`src/rtl/ifetch_unit.sv`:
```
// ifetch_unit: byte-serial instruction fetch in front of the byte-wide iram.
// Issues one read per cycle on an AHB-style bus, assembles little-endian
// INSN_BYTES-wide instructions and queues them with their PC for decode.
// A redirect flushes everything fetched or in flight and restarts at the new PC.
// Optional build macro IFETCH_ALIGN_CHECK_EN: misaligned redirects raise a sticky
// align_fault and stop fetching until an aligned redirect or reset.
module ifetch_unit #(
    parameter int          ADDR_W     = 17,
    parameter int          INSN_BYTES = 2,
    parameter int unsigned RESET_PC   = 0,
    parameter int          FIFO_DEPTH = 2
) (
    input  logic                    HCLK,
    input  logic                    HRESET,
    output logic [ADDR_W-1:0]       HADDR,
    output logic [1:0]              HTRANS,
    output logic                    HWRITE,
    output logic [16:0]             HWDATA,
    input  logic [16:0]             HRDATA,
    input  logic                    redirect_valid,
    input  logic [ADDR_W-1:0]       redirect_pc,
    output logic                    insn_valid,
    output logic [8*INSN_BYTES-1:0] insn_data,
    output logic [ADDR_W-1:0]       insn_pc,
    input  logic                    insn_ready,
    output logic                    align_fault
);

    localparam int IW    = 8 * INSN_BYTES;
    localparam int IDX_W = (INSN_BYTES > 1) ? $clog2(INSN_BYTES) : 1;
    localparam int PTR_W = $clog2(FIFO_DEPTH);
    localparam int CNT_W = PTR_W + 1;
    localparam logic [IDX_W-1:0] LAST_IDX  = IDX_W'(INSN_BYTES - 1);
    localparam logic [1:0]       TR_IDLE   = 2'b00;
    localparam logic [1:0]       TR_NONSEQ = 2'b10;
    localparam logic [1:0]       TR_SEQ    = 2'b11;

    // Byte position within an instruction, wrapping after the last byte.
    function automatic logic [IDX_W-1:0] idx_next(input logic [IDX_W-1:0] idx);
        return (idx == LAST_IDX) ? '0 : idx + IDX_W'(1);
    endfunction

    // Issue side
    logic [ADDR_W-1:0] fetch_addr;
    logic [IDX_W-1:0]  iss_idx;
    logic [CNT_W-1:0]  pending;     // instructions started but not yet pushed
    // Capture side: vld_p1 marks a byte sampled by iram and due on HRDATA
    logic              vld_p1;
    logic [ADDR_W-1:0] addr_p1;
    logic [IDX_W-1:0]  cap_idx;
    logic [IW-1:0]     asm_data;
    logic [ADDR_W-1:0] asm_pc;
    // Output FIFO
    logic [ADDR_W+IW-1:0] fifo_mem [FIFO_DEPTH];
    logic [PTR_W-1:0]     wr_ptr, rd_ptr;
    logic [CNT_W-1:0]     count;

    logic              redir_bad, redir_ok, halted;
    logic              credit_ok, issue, start, push, pop;
    logic [IW-1:0]     push_data;
    logic [ADDR_W-1:0] push_pc;
    logic              unused_hrdata;

    assign unused_hrdata = ^HRDATA[16:8];
    assign HWRITE        = 1'b0;
    assign HWDATA        = '0;
    assign insn_valid    = (count != '0);
    assign {insn_pc, insn_data} = insn_valid ? fifo_mem[rd_ptr] : '0;

`ifdef IFETCH_ALIGN_CHECK_EN
    logic fault_r;
    assign redir_bad = redirect_valid && ((redirect_pc % ADDR_W'(INSN_BYTES)) != '0);

    // Sticky fault: set by a misaligned redirect, cleared by an aligned one.
    always_ff @(posedge HCLK) begin
        if (HRESET)              fault_r <= 1'b0;
        else if (redirect_valid) fault_r <= redir_bad;
    end

    assign halted      = fault_r;
    assign align_fault = fault_r;
`else
    assign redir_bad   = 1'b0;
    assign halted      = 1'b0;
    assign align_fault = 1'b0;
`endif

    // Credit and event decode; a pop this cycle is deliberately not credited.
    always_comb begin
        credit_ok = ({1'b0, count} + {1'b0, pending}) < (CNT_W+1)'(FIFO_DEPTH);
        issue     = !halted && ((iss_idx != '0) || credit_ok);
        redir_ok  = redirect_valid && !redir_bad;
        start     = redirect_valid ? redir_ok : (issue && (iss_idx == '0));
        push      = vld_p1 && (cap_idx == LAST_IDX) && !redirect_valid;
        pop       = insn_valid && insn_ready;
        push_data = asm_data;
        push_data[IW-8 +: 8] = HRDATA[7:0];
        push_pc   = (cap_idx == '0) ? addr_p1 : asm_pc;
    end

    // Address phase: drive HADDR/HTRANS for the byte issued next cycle.
    always_ff @(posedge HCLK) begin
        if (HRESET) begin
            HADDR      <= ADDR_W'(RESET_PC);
            HTRANS     <= TR_IDLE;
            fetch_addr <= ADDR_W'(RESET_PC);
            iss_idx    <= '0;
        end else if (redirect_valid) begin
            iss_idx <= '0;
            if (redir_bad) begin
                HTRANS     <= TR_IDLE;
                fetch_addr <= redirect_pc;
            end else begin
                HADDR      <= redirect_pc;
                HTRANS     <= TR_NONSEQ;
                fetch_addr <= redirect_pc + ADDR_W'(1);
                iss_idx    <= idx_next('0);
            end
        end else if (issue) begin
            HADDR      <= fetch_addr;
            HTRANS     <= (HTRANS != TR_IDLE) ? TR_SEQ : TR_NONSEQ;
            fetch_addr <= fetch_addr + ADDR_W'(1);
            iss_idx    <= idx_next(iss_idx);
        end else begin
            HTRANS <= TR_IDLE;
        end
    end

    // Control: in-flight kill, capture position, reservation and FIFO occupancy.
    always_ff @(posedge HCLK) begin
        if (HRESET) begin
            vld_p1  <= 1'b0;
            cap_idx <= '0;
            pending <= '0;
            count   <= '0;
            wr_ptr  <= '0;
            rd_ptr  <= '0;
        end else if (redirect_valid) begin
            vld_p1  <= 1'b0;
            cap_idx <= '0;
            pending <= CNT_W'(redir_ok);
            count   <= '0;
            wr_ptr  <= '0;
            rd_ptr  <= '0;
        end else begin
            vld_p1  <= (HTRANS != TR_IDLE);
            if (vld_p1) cap_idx <= idx_next(cap_idx);
            pending <= pending + CNT_W'(start) - CNT_W'(push);
            count   <= count + CNT_W'(push) - CNT_W'(pop);
            if (push) wr_ptr <= wr_ptr + PTR_W'(1);
            if (pop)  rd_ptr <= rd_ptr + PTR_W'(1);
        end
    end

    // Datapath: address pipeline, byte assembly and FIFO storage.
    always_ff @(posedge HCLK) begin
        addr_p1 <= HADDR;
        if (vld_p1) begin
            asm_data[8*cap_idx +: 8] <= HRDATA[7:0];
            if (cap_idx == '0) asm_pc <= addr_p1;
        end
        if (push) fifo_mem[wr_ptr] <= {push_pc, push_data};
    end

endmodule

```
`config.mk`:
```
export PLATFORM = sky130hd
export DESIGN_NAME = ifetch_unit
export DESIGN_NICKNAME = d
export VERILOG_FILES = /design/src/rtl/ifetch_unit.sv
export SDC_FILE = /design/constraint.sdc
export NUM_CORES = 1
export LEC_CHECK = 0
export ABC_AREA = 1
export CAP_MARGIN = 5
export CELL_PAD_IN_SITES_DETAIL_PLACEMENT = 1
export CELL_PAD_IN_SITES_GLOBAL_PLACEMENT = 1
export CORE_ASPECT_RATIO = 0.8
export CORE_MARGIN = 2
export CORE_UTILIZATION = 35
export DETAILED_ROUTE_END_ITERATION = 12
export PLACE_DENSITY_LB_ADDON = 0.1
export SYNTH_ARGS = -nofsm -noshare
export SYNTH_HDL_FRONTEND = slang
export SYNTH_SLANG_ARGS = --single-unit
```
`constraint.sdc`:
```
create_clock -name HCLK -period 4.05 [get_ports HCLK]
set_input_delay 0.81 -clock HCLK [delete_from_list [all_inputs] [get_ports HCLK]]
set_output_delay 0.81 -clock HCLK [all_outputs]
set_load 0.005 [all_outputs]
```
==> Word level (Yosys, flattened, before mapping) <==
Memories as Yosys holds them, arrays and structs flattened. A register that Yosys moved wholly into a read port is not among the register bits.
Cells that the tools add are included.
Widths: inputs -> output; s select.
{ "word_totals": {"register_bits": 95, "latch_bits": 0, "ramBits": 66, "rom_bits": 0, "input_bits": 38, "word_cells": 64, "memories": 1} }
{ "op_classes": {"n_addsub": 12, "n_mul": 0, "n_div": 0, "magnitude_cmp": 1, "n_eq_ne": 0, "n_shift": 2, "n_mux": 20, "bitwise": 2, "reduce_logical": 11} }
{ "mem_list": {"columns": ["name", "depth", "width", "rd", "rd_clocked_by_memory_dff", "write_ports", "line_no", "rtl"], "rows": [
  ["fifo_mem", 2, 33, 1, 1, 1, "54", "logic [ADDR_W+IW-1:0] fifo_mem [FIFO_DEPTH];"]
]} }
{ "op_table": {"columns": ["operator", "n"], "rows": [
  ["$mux 17", 5],
  ["$add 17x1->17 const B", 2],
  ["$neg 4->34", 1],
  ["$shift 8x34->16 const A", 1],
  ["$shiftx 8x34->16", 1],
  ["$mux 33", 1],
  ["$bwmux 16", 1],
  ["$mux 1", 11],
  ["$reduce_bool 2->1", 3],
  ["$add 1x1->1 const B", 4],
  ["$add 2x1->2", 2],
  ["$logic_and 1x1->1", 4],
  ["$mux 2", 2],
  ["$sub 2x1->2", 2],
  ["$add 2x2->3", 1],
  ["$lt 3x2->1 const B", 1],
  ["$reduce_or 3->1", 1],
  ["$not 1->1", 2],
  ["$reduce_or 2->1", 1],
  ["$logic_not 1->1", 1],
  ["$logic_or 1x1->1", 1]
]} }

==> Longest topological paths before layout <==
{ "logic_depth": {"depth_word": 8, "depth_mapped": 12} }

==> Least setup slack after synthesis <==
Ideal clock, no wire load.
{ "synth_path": {"path_kind": "in2reg", "startpoint": "input port redirect_valid", "endpoint": "memory fifo_mem[1][0] in the netlist's numbering, enable pin", "setup_ps": 425, "arrival_ps": 2737, "required_ps": 3625, "path_slack_ps": 888, "cell_stages": 5, "n_path_buf": 2, "cell_sequence": "buf_6 > buf_2 > nor2_1 > inv_1 > nor2_1"} }
{ "synth_via": {"elab_chain_len": 4} }
{ "synth_lines": {"columns": ["element", "line_no", "rtl"], "rows": [
  ["from (decl)", "20", "input logic redirect_valid,"],
  ["$logic_not 1->1", "94", "push = vld_p1 && (cap_idx == LAST_IDX) && !redirect_valid;"],
  ["$logic_and 1x1->1", "94", null],
  ["named net push", "59", "logic credit_ok, issue, start, push, pop;"],
  ["$mux 1", "162", "if (push) fifo_mem[wr_ptr] <= {push_pc, push_data};"],
  ["$mux 1 (implied by the code)", "162", null],
  ["to (decl)", "54", null]
]} }
The timed path passes the listed nets, and every way through them passes these cells.

==> reports/metrics.csv <==
metric,value,unit
DR WL/cell,15.6,µm
CTS tree,built,
Setup Crit Path Kind,flip-flop to output pin,
Final period util,77.9,%
"Seq/Total Area, Yosys",60.4,%
Syn Area/Cell,8.82,µm²
Clock Path Buffers,2,
Synth Area in Compound Gates,6.64,%
cell row count,44,
Synth warnings,0,
worst vdd ir,0.302,mV
endpoints failing setup,0,
most frequent cell after synthesis,nand2_1,
"setup slack, reg-to-reg",1.57,ns
Final Worst Setup Slack,0.895,ns
r2r worst-path depth,8,
I/O Buffers,81,
"Critical Path, Cell by Cell",buf_4 > inv_1 > buf_4 > nand2_1 > a21oi_1 > clkdlybuf4s50_1,
most area-hungry cell type in the Yosys netlist,edfxtp_1,
Routed WL,17100,µm
Die ar.,0.0200,mm²
Synth Cell Area,0.00661,mm²
worst hold margin,0.374,ns
cell at the slowest stage of the critical path,dfxtp_1,
Max Clk Rate,317,MHz
worst slew pin tran,0.884,ns
Final ANT Viol Nets,0,
RR Startpoint,vld_p1$_SDFF_PP0_,
number of synthesized flops with an enable pin,91,
Post-Synth Adder-Cell Area,1.25,%
Critical Path AT,2.34,ns
CTS HTree Levels,4,
Post-Synth XOR/XNOR Area,0.397,%
drt drc,0,
fraction of layout cells with a size suffix above 1,7.57,%
Worst Hold Launch,HADDR[3]$_SDFFE_PP0P_,
combinational family with the most area after synthesis,simple AND/OR/NAND/NOR gates,
CTS resizes,0,
Most common cell on crit path,buf_4,
RSZ-0062 raised after global routing,false,
total congestion overflow,0,
Critical R2R Capture,count[1]$_SDFF_PP0_,
Setup WS pre-CTS,1.04,ns
Core ar.,0.0183,mm²
Buf/Inv on CP,4,
drt pass-1 iters,4,
total negative slack,0,ns
"Top FF cell, synth",edfxtp_1,
first-pass GRT wire length,27500,µm
average vias per placed instance,4.66,
buffer count from post-CTS setup fixing,0,
GRT Total Usage,18.1,%
Synth-to-Final Area Change,24.5,%
HPWL after detailed placement,11900,µm
Setup crit end kind,output pin,
vias,5123,
Clock Skews,0.00981,ns
HP Class,flip-flop to flip-flop,
WP data required,3.24,ns
vias in the first global route,5289,
Final nets,877,
# clock sinks,154,
mux cell area share after synthesis,0,%
number of max-cap violations,0,
Max-Slew Margin vs Limit,41.0,%
hold path cells,0,
Post-synth ARST share,0,%
leading cell types by count after synthesis,"nand2_1, edfxtp_1, inv_1",
Post-CTS Hold Buffers,0,
Pleak,3.44,nW
"Slew Viols, Final",0,
startpoint types,flip-flop,
Initial Util,36.1,%
status,finished clean,
worst skew pair latency,0.43,ns
root buf cell,clkbuf_16,
placer congestion estimate,0.849,
Die X,158,µm
Yosys cell types,31,
Power per Cell Area,448,mW/mm²
Yosys top cell area share,41.3,%
Iter 0 DRT Violations,225,
cell family with most CP delay,buffers and inverters,
Ports,110,
initial antenna violation count,0,
synthesized flop and latch total,154,
largest net degree at the start of global routing,44,
Tmin final,3.15,ns
diode count,0,
top area cells in the synthesized netlist,"edfxtp_1, dfxtp_1, nand2_1",
Hold Path Sink,addr_p1[3]$_DFF_P_,
Post-Synth Simple-Gate Area,22.2,%
die extent in y,127,µm
crit-path max FO,25,
Critical Path Max Stage Delay,0.55,ns
Worst-path clk slew,0.06,ns
Post-Synthesis Cells,750,
CTS Buf Count,17,
final hold vios,0,
==> power breakdown <==
| group | total [mW] | switching (mW) | internal [mW] |
|---|---|---|---|
| combinational | 0.269 | 0.161 | 0.107 |
| sequential | 1.75 | 0.0329 | 1.72 |
| clock | 1.67 | 0.690 | 0.982 |
| total | 3.69 | 0.884 | 2.81 |
==> flip-flops by register name, summed over array words and instances, names as in the netlist, named ones only <==
name / cells
wr_ptr: 1
iss_idx: 1
fifo_mem: 66
HADDR: 17
rd_ptr: 1
addr_p1: 17
count: 2
vld_p1: 1
HTRANS: 2
pending: 2
asm_data: 8
cap_idx: 1
fetch_addr: 17
asm_pc: 17
==> cells in the final DEF (no fill, tap or decap), types with 13 or more instances in the layout <==
| cell type | n |
|---|---|
| nor2_1 | 69 |
| edfxtp_1 | 91 |
| inv_1 | 78 |
| clkdlybuf4s50_1 | 81 |
| conb_1 | 19 |
| buf_4 | 13 |
| dfxtp_1 | 63 |
| a21oi_1 | 53 |
| nand2_1 | 272 |
| clkbuf_16 | 17 |
| o21ai_0 | 20 |
==> kinds of logic after synthesis <==
group / count (synthesis)
buffers and inverters: 128
and+or+nand+nor: 373
other: 1
adders and majority gates: 6
AOI/OAI and AO/OA: 85
xor gates and xnor gates: 3
DFF: 154
==> worst max path at each step <==
stage,cells after the start,startpoint,to,slack (ns)
finish,6,flip-flop,insn_pc[8],0.90
global route,6,flip-flop,insn_pc[10],0.74
CTS,6,flip-flop,insn_pc[10],0.82
detailed placement,9,redirect_valid,pending[1]$_SDFF_PP0_,1.04
global placement,6,HRESET,fetch_addr[1]$_SDFFE_PP0P_,1.08
floorplan,5,redirect_valid,fifo_mem[1][0]$_DFFE_PP_,0.89
==> worst reg2reg max path, stage by stage, from the launching register on <==
cell	delay, ns
dfxtp_1	0.90
nand2_1	0.21
nor2_1	0.21
inv_1	0.12
ha_1	0.29
inv_1	0.04
ha_1	0.18
or2_2	0.30
a21oi_1	0.16
==> layout make-up <==
| cell class | count | area (µm²) |
|---|---|---|
| multi-input cells | 486 | 2100 |
| inverters | 80 | 300 |
| clock buffers | 17 | 425 |
| clock inverters | 15 | 190 |
| repair buffers | 94 | 908 |
| fillers | 2132 | 10100 |
| well taps | 253 | 317 |
| flip-flops and latches | 154 | 3990 |
==> stage by stage <==
step	power, mW	std cells	utilization (%)	cell area [µm²]
global placement	2.04	1067	41.5	7620
global route	3.83	1099	44.9	8230
CTS	3.73	1099	44.9	8230
floorplan	1.95	768	-	6680
detailed placement	2.05	1067	41.5	7620
finish	3.69	1099	44.9	8230
==> metal layers <==
metal	part of all wire [%]	track usage [%]
met1	48	24.4
met5	0	0
met4	0.99	5.78
met3	3.9	3.52
met2	47	29.3
(Power assumes the default switching activity.)
==> patch (same settings) <==
Change the parameter `FIFO_DEPTH` from 2 to 4.
--- a/src/rtl/ifetch_unit.sv
+++ b/src/rtl/ifetch_unit.sv
@@ -9,5 +9,5 @@
     parameter int          INSN_BYTES = 2,
     parameter int unsigned RESET_PC   = 0,
-    parameter int          FIFO_DEPTH = 2
+    parameter int          FIFO_DEPTH = 4
 ) (
     input  logic                    HCLK,
Function: changed (a bounded check fails within 10 cycles, from zero or initial values and one cycle with HRESET high).
==> patch against the unedited design <==
Cell area grew 37%; cell count rose by 24%; clock skew rose by 1.6 ps; sequential cell count is 71 higher; combinational power shrank 5%; synthesized cell count up 20%; synthesized area grew 40%; setup slack worse by 400 ps; wire length increased by 32%; power grew 37%; clock power up 34%; register-to-register slack lost 90 ps; critical endpoint is now insn_pc[4]; largest power group unchanged.
==> patch: results (changes against the unedited design) <==
sta:
  fin_skew_ps: 11.4  # +1.57 ps
  hold-worst-slack_ps: 374  # -0.510 ps
  max_slew_margin_pct: 30.1  # -11 points
logic_synthesis:
  yosys.cell_types.count: 38  # +23%
  yosysSeqAreaShare_pct: 65.6  # +5.2 points
  synth.area.top_cells: "edfxtp_1, dfxtp_1, nor2_1"
  synth_edf_count: 157  # +73%
  synth_common_cells: "nor2_1, edfxtp_1, nand2_1"
  syn_inst: 901  # +20%
finish:
  drive_gt1_share_pct: 10.1  # +2.6 points
  nets: 1040  # +19%
  num-fill-cells: 2897  # +36%
  largest_reg_flops: 132  # +100%
  areaGrowthSynthToFinish_pct: 22.0
  final_cell_count_no_fill: 1364  # +24%
setup_path:
  slowest_stage: "buf_4"
  timing.reg2reg.setup_slack_ps: 1480  # -90 ps
  cp_max_fo: 66  # +160%
place:
  place_inst: 1319  # +24%
  placed_cell_area_um2: 10500  # +38%
  place.gp.congestion: 0.728  # -14%
  hpwl_mm: 14.6  # +23%
grt:
  grt_pass1_wl_mm: 36.4  # +32%
  grt_usage_pct: 17.0  # -1.1 points
  grt_pass1_vias: 6484  # +23%
  grt_max_degree: 67  # +52%
power:
  leakage_uw: 0.00431  # +25%
  switching_share_pct: 21.6  # -2.3 points
  peakVddDrop_mv: 0.335  # +11%
route:
  viasPerCell: 4.60  # -1.3%
  drt_iter0_drc: 333  # +48%
clock_tree:
  htreeDepth: 1  # -3
  clkLatencyLatePin_ps: 520  # +90 ps
  cts_buffer_depth: 3  # +1
status:
  status: "completed"
patch: kinds of logic after synthesis:
group	count (synthesis)	share of synthesized area, %
simple gates	357	15.9
xor+xnor	7	0.662
buf+inv	132	6.48
compound gates	166	9.47
other cells	1	0.0405
flops	225	65.6
fa+ha+maj	13	1.92
patch: path summary, 6_finish.rpt:
kind                            cells past startpoint                   start               endpoint
worst max-delay path                                6                    flop             insn_pc[4]
worst min-delay path                                0  HADDR[16]$_SDFFE_PP0P_    addr_p1[16]$_DFF_P_
worst min register to register                      0  HADDR[16]$_SDFFE_PP0P_    addr_p1[16]$_DFF_P_
worst max register to register                     11     count[2]$_SDFF_PP0_  pending[2]$_SDFF_PP0_
patch: area by class of cell:
cell class              instances  area share [%]
flip-flops and latches        225            53.8
multi-input cells             562            23.8
repair buffers                102            8.79
clock buffers                  33            6.44
well taps                     357            3.95
inverters                      73            2.42
clock inverters                12           0.830
patch: layer usage:
layer	vias up	track usage [%]	routed length, um
met5	-	0	0
met1	3036	25.5	11700
met2	88	26.1	9860
li1	3127	-	-
met3	26	2.26	660
met4	0	3.46	395
patch: stage by stage:
| stage | power, uW | setup slack, ps |
|---|---|---|
| global route | 5220 | 296 |
| global placement | 2860 | 781 |
| CTS | 5100 | 440 |
| floorplan | 2750 | 864 |
| finish | 5040 | 498 |
| detailed placement | 2860 | 784 |
patch: power groups by stage:
stage | clock, uW | combinational (uW) | sequential [uW]
final | 2240 | 255 | 2550
after global routing | 2370 | 292 | 2560
after CTS | 2290 | 260 | 2550
after detailed placement | 0 | 258 | 2600
after global placement | 0 | 255 | 2600
after floorplan | 0 | 153 | 2590
